**config.mk**
```make
export PLATFORM = sky130hd
export DESIGN_NAME = vga_capture
export DESIGN_NICKNAME = d
export VERILOG_FILES = /design/src/rtl/vga_capture.sv
export SDC_FILE = /design/constraint.sdc
export NUM_CORES = 1
export LEC_CHECK = 0
export CAP_MARGIN = 20
export CORE_MARGIN = 5
export CORE_UTILIZATION = 51
export CTS_CLUSTER_DIAMETER = 50
export DETAILED_ROUTE_END_ITERATION = 7
export PLACE_DENSITY = 0.79
export SLEW_MARGIN = 5
export SYNTH_ARGS = -nofsm -noshare
export SYNTH_HDL_FRONTEND = slang
export SYNTH_SLANG_ARGS = --single-unit
```
**constraint.sdc**
```tcl
create_clock -name clock_162 -period 2.7 [get_ports clock_162]
set_clock_uncertainty 0.1 [all_clocks]
set_input_delay 0.405 -clock clock_162 [delete_from_list [all_inputs] [get_ports clock_162]]
set_output_delay 0.405 -clock clock_162 [all_outputs]
set_load 0.02 [all_outputs]
```
**src/rtl/vga_capture.sv**
```systemverilog
// Receive-side VGA timing recovery: locks onto HSYNC/VSYNC edges, rebuilds pixel
// coordinates, emits a registered pixel stream and a per-frame lit-pixel bounding box.
module vga_capture #(
    parameter int unsigned H_TOTAL  = 2160,
    parameter int unsigned V_TOTAL  = 1250,
    parameter int unsigned HS_START = 64,
    parameter int unsigned HS_END   = 255,
    parameter int unsigned VS_START = 1,
    parameter int unsigned VS_END   = 3,
    parameter int unsigned H_VIS    = 560,
    parameter int unsigned V_VIS    = 50,
    parameter int unsigned ERR_W    = 8
) (
    input  logic             clock_162,
    input  logic             rst_l,
    input  logic [3:0]       RED,
    input  logic [3:0]       GREEN,
    input  logic [3:0]       BLUE,
    input  logic             HSYNC,
    input  logic             VSYNC,
    output logic             locked,
    output logic             pix_valid,
    output logic [10:0]      pix_x,
    output logic [10:0]      pix_y,
    output logic [11:0]      pix_rgb,
    output logic             frame_start,
    output logic             frame_done,
    output logic             obj_valid,
    output logic [10:0]      obj_min_x,
    output logic [10:0]      obj_max_x,
    output logic [10:0]      obj_min_y,
    output logic [10:0]      obj_max_y,
    output logic             sync_err,
    output logic [ERR_W-1:0] err_count
);

    localparam int unsigned CW = 12;

    localparam logic [CW-1:0] H_LAST    = CW'(H_TOTAL - 1);
    localparam logic [CW-1:0] V_LAST    = CW'(V_TOTAL - 1);
    localparam logic [CW-1:0] HS_FALL   = CW'(HS_START);
    localparam logic [CW-1:0] HS_RISE   = CW'(HS_END + 1);
    localparam logic [CW-1:0] HS_RELOAD = CW'(HS_START + 1);
    localparam logic [CW-1:0] VS_FALL   = CW'(VS_START);
    localparam logic [CW-1:0] VS_RISE   = CW'(VS_END + 1);
    localparam logic [CW-1:0] H_FIRST   = CW'(H_VIS);
    localparam logic [CW-1:0] V_FIRST   = CW'(V_VIS);
    localparam logic [10:0]   X_LAST    = 11'(H_TOTAL - H_VIS - 1);
    localparam logic [10:0]   Y_LAST    = 11'(V_TOTAL - V_VIS - 1);

    typedef enum logic [1:0] {SEARCH, HLOCK, LOCKED} state_t;

    state_t          state, state_n;
    logic [11:0]     s1_rgb;
    logic            s1_hs, s1_vs, p_hs, p_vs;
    logic [CW-1:0]   hcnt, vcnt, hcnt_n, vcnt_n;
    logic            h_fall, h_rise, v_fall, v_rise;
    logic            err, vis, first_pix;

    logic            lit, last_pix, acc_on;
    logic            acc_any, a_any;
    logic [10:0]     acc_min_x, acc_max_x, acc_min_y, acc_max_y;
    logic [10:0]     a_min_x, a_max_x, a_min_y, a_max_y;

    always_ff @(posedge clock_162 or negedge rst_l) begin
        if (!rst_l) begin
            s1_rgb <= '0;
            s1_hs  <= 1'b0;
            s1_vs  <= 1'b0;
            p_hs   <= 1'b0;
            p_vs   <= 1'b0;
        end else begin
            s1_rgb <= {RED, GREEN, BLUE};
            s1_hs  <= HSYNC;
            s1_vs  <= VSYNC;
            p_hs   <= s1_hs;
            p_vs   <= s1_vs;
        end
    end

    assign h_fall = p_hs & ~s1_hs;
    assign h_rise = ~p_hs & s1_hs;
    assign v_fall = p_vs & ~s1_vs;
    assign v_rise = ~p_vs & s1_vs;

    // hcnt/vcnt name the sample currently in S1, so a reload targets the
    // column of the next sample (edge column + 1).
    always_comb begin
        state_n = state;
        err     = 1'b0;
        hcnt_n  = (hcnt == H_LAST) ? '0 : hcnt + 1'b1;
        vcnt_n  = vcnt;
        if (hcnt == H_LAST) begin
            vcnt_n = (vcnt == V_LAST) ? '0 : vcnt + 1'b1;
        end
        case (state)
            SEARCH: begin
                if (h_fall) begin
                    hcnt_n  = HS_RELOAD;
                    state_n = HLOCK;
                end
            end
            HLOCK: begin
                if ((h_fall && hcnt != HS_FALL) || (v_fall && hcnt != '0)) begin
                    err     = 1'b1;
                    state_n = SEARCH;
                end else if (v_fall) begin
                    vcnt_n  = VS_FALL;
                    state_n = LOCKED;
                end
            end
            LOCKED: begin
                err = (h_fall && hcnt != HS_FALL)
                   || (h_rise && hcnt != HS_RISE)
                   || (v_fall && !(vcnt == VS_FALL && hcnt == '0))
                   || (v_rise && !(vcnt == VS_RISE && hcnt == '0));
                if (err) begin
                    state_n = SEARCH;
                end
            end
            default: state_n = SEARCH;
        endcase
    end

    always_ff @(posedge clock_162 or negedge rst_l) begin
        if (!rst_l) begin
            state <= SEARCH;
            hcnt  <= '0;
            vcnt  <= '0;
        end else begin
            state <= state_n;
            hcnt  <= hcnt_n;
            vcnt  <= vcnt_n;
        end
    end

    assign locked    = (state == LOCKED);
    assign vis       = (state == LOCKED) && !err && (hcnt >= H_FIRST) && (vcnt >= V_FIRST);
    assign first_pix = vis && (hcnt == H_FIRST) && (vcnt == V_FIRST);

    always_ff @(posedge clock_162 or negedge rst_l) begin
        if (!rst_l) begin
            pix_valid   <= 1'b0;
            pix_x       <= '0;
            pix_y       <= '0;
            pix_rgb     <= '0;
            frame_start <= 1'b0;
            sync_err    <= 1'b0;
            err_count   <= '0;
        end else begin
            pix_valid   <= vis;
            pix_x       <= vis ? 11'(hcnt - H_FIRST) : '0;
            pix_y       <= vis ? 11'(vcnt - V_FIRST) : '0;
            pix_rgb     <= vis ? s1_rgb : '0;
            frame_start <= first_pix;
            sync_err    <= err;
            if (err && err_count != '1) begin
                err_count <= err_count + 1'b1;
            end
        end
    end

    assign lit      = pix_valid && (pix_rgb != '0);
    assign last_pix = pix_valid && (pix_x == X_LAST) && (pix_y == Y_LAST);

    // frame_start discards the previous box so the first lit pixel seeds all four bounds.
    always_comb begin
        a_any   = acc_any && !frame_start;
        a_min_x = acc_min_x;
        a_max_x = acc_max_x;
        a_min_y = acc_min_y;
        a_max_y = acc_max_y;
        if (lit) begin
            if (!a_any) begin
                a_min_x = pix_x;
                a_max_x = pix_x;
                a_min_y = pix_y;
                a_max_y = pix_y;
            end else begin
                if (pix_x < a_min_x) a_min_x = pix_x;
                if (pix_x > a_max_x) a_max_x = pix_x;
                if (pix_y < a_min_y) a_min_y = pix_y;
                if (pix_y > a_max_y) a_max_y = pix_y;
            end
            a_any = 1'b1;
        end
    end

    always_ff @(posedge clock_162 or negedge rst_l) begin
        if (!rst_l) begin
            acc_on     <= 1'b0;
            acc_any    <= 1'b0;
            acc_min_x  <= '0;
            acc_max_x  <= '0;
            acc_min_y  <= '0;
            acc_max_y  <= '0;
            frame_done <= 1'b0;
            obj_valid  <= 1'b0;
            obj_min_x  <= '0;
            obj_max_x  <= '0;
            obj_min_y  <= '0;
            obj_max_y  <= '0;
        end else begin
            acc_any    <= a_any;
            acc_min_x  <= a_min_x;
            acc_max_x  <= a_max_x;
            acc_min_y  <= a_min_y;
            acc_max_y  <= a_max_y;
            frame_done <= 1'b0;
            if (err) begin
                acc_on <= 1'b0;
            end else if (frame_start) begin
                acc_on <= 1'b1;
            end
            if (last_pix && acc_on && !err) begin
                frame_done <= 1'b1;
                obj_valid  <= a_any;
                obj_min_x  <= a_any ? a_min_x : '0;
                obj_max_x  <= a_any ? a_max_x : '0;
                obj_min_y  <= a_any ? a_min_y : '0;
                obj_max_y  <= a_any ? a_max_y : '0;
            end
        end
    end

endmodule

```
# --- Word-level counts from Yosys, hierarchy flattened ---
# Index checks and enable logic that the tools add are counted.
# Widths: inputs -> output; s select.
word_totals:
  out_inout_bits: 92
  word_cells: 133
  input_bits: 16
  reg_bits: 179
classes:
  n_eq_ne: 16
  mux: 38
  n_lt_le_gt_ge: 6
  n_addsub: 5
  bitwise: 8
  reduce_logical: 33
ops:
  columns: ["op", "n"]
  rows:
  - ["$mux 11", 18]
  - ["$mux 12", 9]
  - ["$add 12x1->12 const B", 2]
  - ["$reduce_bool 12->1", 2]
  - ["$eq 11x11->1 const B", 2]
  - ["$gt 11x11->1", 2]
  - ["$lt 11x11->1", 2]
  - ["$logic_and 1x1->1", 19]
  - ["$eq 12x1->1 const B", 1]
  - ["$eq 12x10->1 const B", 1]
  - ["$eq 12x11->1 const B", 1]
  - ["$eq 12x12->1 const B", 1]
  - ["$eq 12x3->1 const B", 1]
  - ["$eq 12x6->1 const B", 1]
  - ["$ge 12x10->1 const B", 1]
  - ["$ge 12x6->1 const B", 1]
  - ["$logic_not 12->1", 1]
  - ["$ne 12x7->1 const B", 1]
  - ["$ne 12x9->1 const B", 1]
  - ["$sub 11x10->11 const B", 1]
  - ["$sub 11x6->11 const B", 1]
  - ["$add 8x1->8 const B", 1]
  - ["$mux 2", 4]
  - ["$ne 8x8->1 const B", 1]
  - ["other kinds (15)", 31]

# --- Depth between registers and ports, before layout ---
logic_depth:
  ltp_word: 13
  ltp_mapped: 11
  depth_no_buf: 8

# --- Worst setup path before layout ---
# OpenSTA, ideal clock, no wires.
synth_path:
  path_kind: "flip-flop to flip-flop"
  startpoint: "reg pix_x[4]"
  endpoint: "reg acc_min_x[10]"
  path_buffers: 2
  synth_period_minus_slack_ns: 2.692
  required_ns: 2.466
  setup_slack_ns: 0.008
  path_stages_with_launch: 9
  t_arrival_ns: 2.459
  path_cell_list: "dfrtp_1 > ha_1 > a211o_1 > a21oi_1 > o31ai_1 > a211oi_1 > clkbuf_1 > buf_1 > o21ai_0"
synth_via:
  elab_chain_len: 4
synth_rtl:
  columns: ["item", "line_no", "rtl"]
  rows:
  - ["start, declared", "23", "output logic [10:0] pix_x,"]
  - ["start signal, assigned", "152", "pix_x <= vis ? 11'(hcnt - H_FIRST) : '0;"]
  - ["$lt 11x11->1", "180", "if (pix_x < a_min_x) a_min_x = pix_x;"]
  - ["$mux 11", "180", null]
  - ["$mux 11", "174", "if (!a_any) begin"]
  - ["$mux 11", "173", "if (lit) begin"]
  - ["via a_min_x[10]", "63", "logic [10:0] a_min_x, a_max_x, a_min_y, a_max_y;"]
  - ["end signal, assigned", "205", "acc_min_x <= a_min_x;"]
  - ["end, declared", "62", "logic [10:0] acc_min_x, acc_max_x, acc_min_y, acc_max_y;"]
# The timed path passes the listed nets, and every way through them passes these cells.
# A chain may end at the register's enable or synchronous reset.

# --- Final worst setup path ---
layout_path:
  startpoint: "reg pix_rgb[1]"
  endpoint: "reg obj_max_x[2]"
layout_via:
  elab_chain_len: 4
  elab_cells_between_ends: 5
layout_rtl:
  columns: ["item", "line_no", "rtl"]
  rows:
  - ["start, declared", "25", "output logic [11:0] pix_rgb,"]
  - ["start signal, assigned", "154", "pix_rgb <= vis ? s1_rgb : '0;"]
  - ["$reduce_bool 12->1 *", "163", "assign lit = pix_valid && (pix_rgb != '0);"]
  - ["$logic_and 1x1->1 *", "163", null]
  - ["$mux 11 / $mux 1 (equally long branches)", "173", null]
  - ["$mux 11 *", "219", "obj_max_x <= a_any ? a_max_x : '0;"]
  - ["end signal, assigned", "219", null]
  - ["end, declared", "30", "output logic [10:0] obj_max_x,"]
# Mark *: on every way between the ends. The rest lies on a longest branch, timed or not.

==> summary.txt <==
CTS
-----------------------------------------------------------------------------------------------------------------
Clock H-tree levels ................................................................................            4
TritonCTS clock tree ...............................................................................          yes
Clock buffers created by TritonCTS .................................................................           17
Root cell of the clock tree ........................................................................ sky130_fd_sc_hd__clkbuf_16
CTS Buffer Depth ...................................................................................            2
Clk sinks ..........................................................................................          179
Later-pin clock latency in the skew report .........................................................       430 ps
Clock-pin slew on the worst setup and hold paths ...................................................        70 ps

CRITICAL PATH
-----------------------------------------------------------------------------------------------------------------
Crit-path max cell delay ...........................................................................       600 ps
Slowest cell on crit path .......................................................................... sky130_fd_sc_hd__or4_1
Element type at the critical path end ..............................................................         flop
Arrival @ worst endpoint ...........................................................................      2830 ps
Worst EP required ..................................................................................      2910 ps
Largest fanout on the critical path ................................................................           10
Kind of critical path ..............................................................................   reg -> reg
Critical R2R Capture ............................................................................... obj_max_x[2]
Number of buffer and inverter instances along the worst setup path .................................            0
Crit path launch type ..............................................................................         flop
Critical R2R Launch ................................................................................   pix_rgb[1]
CP cell instances .................................................................................. or4_1, o31a_1, nor2_1, a21oi_2, a22o_1, mux2_1
Worst setup slack for register-to-register paths ...................................................        80 ps
R2r worst-path depth ...............................................................................            6
Cell family with the largest share of critical-path delay .......................................... simple AND/OR/NAND/NOR gates

LOGIC SYNTHESIS
-----------------------------------------------------------------------------------------------------------------
Arithmetic-cell share of the synthesized area counting full adders, half adders and majority gates .        7.88%
Async set-or-reset flop fraction in the synthesized netlist ........................................         100%
Dominant cell type by area after synthesis ......................................................... sky130_fd_sc_hd__dfrtp_1
Main flop type after synthesis ..................................................................... sky130_fd_sc_hd__dfrtp_1
Number of nets in the synthesized netlist ..........................................................          949
Combinational family with the most area after synthesis ............................................ compound AO/OA/AOI/OAI gates
Post-synthesis compound-gate area fraction .........................................................        14.3%
Multiplexer share of the synthesized area ..........................................................        4.94%
Synth area leaders ................................................................................. sky130_fd_sc_hd__dfrtp_1, sky130_fd_sc_hd__ha_1, sky130_fd_sc_hd__mux2_1, sky130_fd_sc_hd__nor2_1, sky130_fd_sc_hd__inv_1
Yosys top cell area share ..........................................................................        49.5%
Simple-gate share of the synthesized area ..........................................................        14.1%
Yosys warning total ................................................................................            0
Area of the mapped netlist .........................................................................  0.00904 mm2
EDFF count, synth ..................................................................................            0
Synth Area per Inst ................................................................................     10.3 um2
Sequential-to-total area share from yosys stat .....................................................        49.5%
Synth unique cells .................................................................................           62
XOR/XNOR share of the synthesized area .............................................................        3.78%
Cells after synthesis ..............................................................................          876
Number of flip-flops and latches in the synthesized netlist ........................................          179

GLOBAL ROUTE
-----------------------------------------------------------------------------------------------------------------
Maximum number of pins on one net before global-route repair .......................................           80
GRT Overall Usage ..................................................................................        22.4%
Total congestion overflow after global routing .....................................................            0
Antenna violations before repair ...................................................................            0
Wire length of the first global-routing pass .......................................................      36.5 mm
Number of global-route vias before repair ..........................................................         7191

TIMING
-----------------------------------------------------------------------------------------------------------------
Min Clock Period, post-route .......................................................................      2620 ps
Smallest setup slack after layout ..................................................................      83.2 ps
RSZ-0062 raised after global routing ...............................................................        false
Highest Clock Rate .................................................................................    0.382 GHz
Endpoints failing setup ............................................................................            0
Remaining max-slew budget at the tightest pin ......................................................        65.1%
Max-slew violation total from the final report .....................................................            0
Count of endpoints failing hold in the final timing report .........................................            0
Final critical-path share of the clock period ......................................................        96.9%
Slew at the pin closest to its max-slew limit ......................................................       524 ps

OUTCOME
-----------------------------------------------------------------------------------------------------------------
Status .............................................................................................    completed

FINISH
-----------------------------------------------------------------------------------------------------------------
Final design area excluding fillers ................................................................   0.0114 mm2
Multi-input logic area .............................................................................  0.00418 mm2
Post-route insts no fill ...........................................................................         1255
Fill cell instance count of the final layout .......................................................         1335
Layout Nets ........................................................................................         1090
Ant diodes .........................................................................................            0
Fraction of final layout cells sized beyond drive strength 1 .......................................        13.7%
Relative area change from synthesis to final layout ................................................        26.5%
Final cell utilization of the core .................................................................        65.9%
Sequential cell area ...............................................................................  0.00448 mm2

FLOORPLAN
-----------------------------------------------------------------------------------------------------------------
Effective utilization at floorplan .................................................................        52.1%
Die Area ...........................................................................................   0.0205 mm2
Die width ..........................................................................................       143 um
Core footprint .....................................................................................   0.0174 mm2
Number of top-level design ports ...................................................................          108
Height of the die ..................................................................................       143 um
Number of rows in the core area ....................................................................           48

ROUTE
-----------------------------------------------------------------------------------------------------------------
Vias after detailed routing ........................................................................         7193
First DRT Iteration DRCs ...........................................................................          507
Average via count per standard cell ................................................................         5.73
Detailed Routing Iterations Pass 1 .................................................................            5
Post-detailed-route count of antenna-violating nets ................................................            0
WL/cell ............................................................................................      17.9 um
Count of unresolved DRC violations after routing ...................................................            0
Aggregate routed wire length .......................................................................      22.5 mm

PLACEMENT
-----------------------------------------------------------------------------------------------------------------
Placed insts .......................................................................................         1221
Post-detailed-placement half-perimeter wirelength ..................................................      16.2 mm
Placer Congestion ..................................................................................        0.911
Area of placed instances ...........................................................................   0.0107 mm2
Post-place setup slack .............................................................................     -91.9 ps
Port Buffers .......................................................................................          107

WORST HOLD PATH
-----------------------------------------------------------------------------------------------------------------
Hold path depth ....................................................................................            1
Hold Path End ......................................................................................        s1_hs
Min-Delay Path Class ...............................................................................    in -> reg
Start point of the worst min-delay path ............................................................        HSYNC

FLOW RUN
-----------------------------------------------------------------------------------------------------------------
Maximum capacitance violations .....................................................................            0

POWER AND IR DROP
-----------------------------------------------------------------------------------------------------------------
Largest voltage drop on the vdd net ................................................................       483 uV
Power Dens Cells ...................................................................................   522 mW/mm2
Leakage ............................................................................................      5.31 nW

## cells by family after synthesis
group,Yosys count
simple gates,256
compound gates,180
flops,179
buf+inv,125
fa+ha+maj,57
mux,40
xor+xnor,39
## placed cells by master, fill, tap and decap left out, types with 31 or more instances in the layout
cell / instances
sky130_fd_sc_hd__a22o_1: 31
sky130_fd_sc_hd__o21ai_0: 39
sky130_fd_sc_hd__ha_1: 57
sky130_fd_sc_hd__inv_1: 78
sky130_fd_sc_hd__buf_4: 53
sky130_fd_sc_hd__mux2_1: 33
sky130_fd_sc_hd__dfrtp_1: 178
sky130_fd_sc_hd__clkdlybuf4s50_1: 106
sky130_fd_sc_hd__nor2_1: 80
sky130_fd_sc_hd__nand2_1: 59
## final cells by class
| type | count | area share, % |
|---|---|---|
| repair buffers | 168 | 14.2 |
| well taps | 225 | 2.46 |
| flip-flops and latches | 179 | 39.2 |
| clock buffers | 18 | 3.84 |
| clock inverters | 14 | 1.24 |
| multi-input cells | 572 | 36.5 |
| inverters | 79 | 2.59 |
## worst max-delay path by stage
stage	from	to	slack, ps	depth (start not counted)
2_1_floorplan	pix_x[4]	acc_min_x[10]	8	8
5_1_grt	pix_x[1]	obj_min_y[5]	2	8
6_report	pix_rgb[1]	obj_max_x[2]	80	6
3_3_place_gp	pix_rgb[1]	obj_max_x[0]	8	7
4_1_cts	pix_rgb[1]	obj_max_x[0]	1	7
3_5_place_dp	hcnt[1]	obj_min_y[7]	-90	9
## per-layer routing
metal	vias up	track usage, %	wire length (um)
met5	-	0	0
met4	0	8.20	746
met3	64	5.02	1400
met2	276	36.8	11100
met1	3487	29.1	9310
li1	3366	-	-
## power by group
part | total, mW | internal [mW] | leakage (nW) | switching, mW
Sequential | 2.86 | 2.77 | 2.44 | 0.0931
Combinational | 0.682 | 0.305 | 2.59 | 0.378
Clock | 2.43 | 1.33 | 0.284 | 1.11
## worst register-to-register path, stage by stage, from the launching register on
cell	delay, ps
sky130_fd_sc_hd__dfrtp_1	380
sky130_fd_sc_hd__or4_1	600
sky130_fd_sc_hd__o31a_1	370
sky130_fd_sc_hd__nor2_1	340
sky130_fd_sc_hd__a21oi_2	190
sky130_fd_sc_hd__a22o_1	240
sky130_fd_sc_hd__mux2_1	290
## flip-flops by register name, indices dropped and copies added, names as in the netlist, 12 cells and up
| register | cells |
|---|---|
| pix_rgb | 12 |
| hcnt | 12 |
| vcnt | 12 |
| s1_rgb | 12 |
## through the flow
stage | hold slack (ps) | power (mW) | TNS (ps)
2_1_floorplan | 9.41 | 3.23 | 0
3_3_place_gp | 270 | 3.53 | 0
3_5_place_dp | 270 | 3.55 | -870
4_1_cts | 294 | 5.97 | 0
5_1_grt | 284 | 6.19 | 0
6_report | 302 | 5.97 | 0
## synth_stat cells (all sizes together), types with 2 or more instances
master   instances
a21oi           19
ha              57
nand4           22
nor4b            3
o21a             3
nor2b            6
a211oi           4
a221o            2
mux2i            3
or4b             2
a221oi          14
o21ai           44
nor4             8
o31ai            6
a21bo           12
o211ai          11
a31oi           15
nand3b           2
nand2           59
or3              4
dfrtp          179
xor2            14
nand3           22
o22ai            2
a22oi            2
o2111ai          4
nor3            14
or2              2
nand2b           8
a21o             3
xnor2           25
buf             19
and2             3
nand4b           2
and4             3
mux2            37
inv             79
and3             5
clkbuf          27
or4              7
nor2            83
a22o            32
## timing repair
| action | 4_1_cts | 5_1_grt |
|---|---|---|
| hold buffers | 1 | 0 |
| endpoints found under the hold margin | 45 | 0 |
| gates resized for setup | 3 | 20 |
| endpoints found under the setup margin | 17 | 97 |
| setup buffers | 0 | 1 |
| pin swaps | 0 | 1 |
Power figures use the tool's default switching activity.
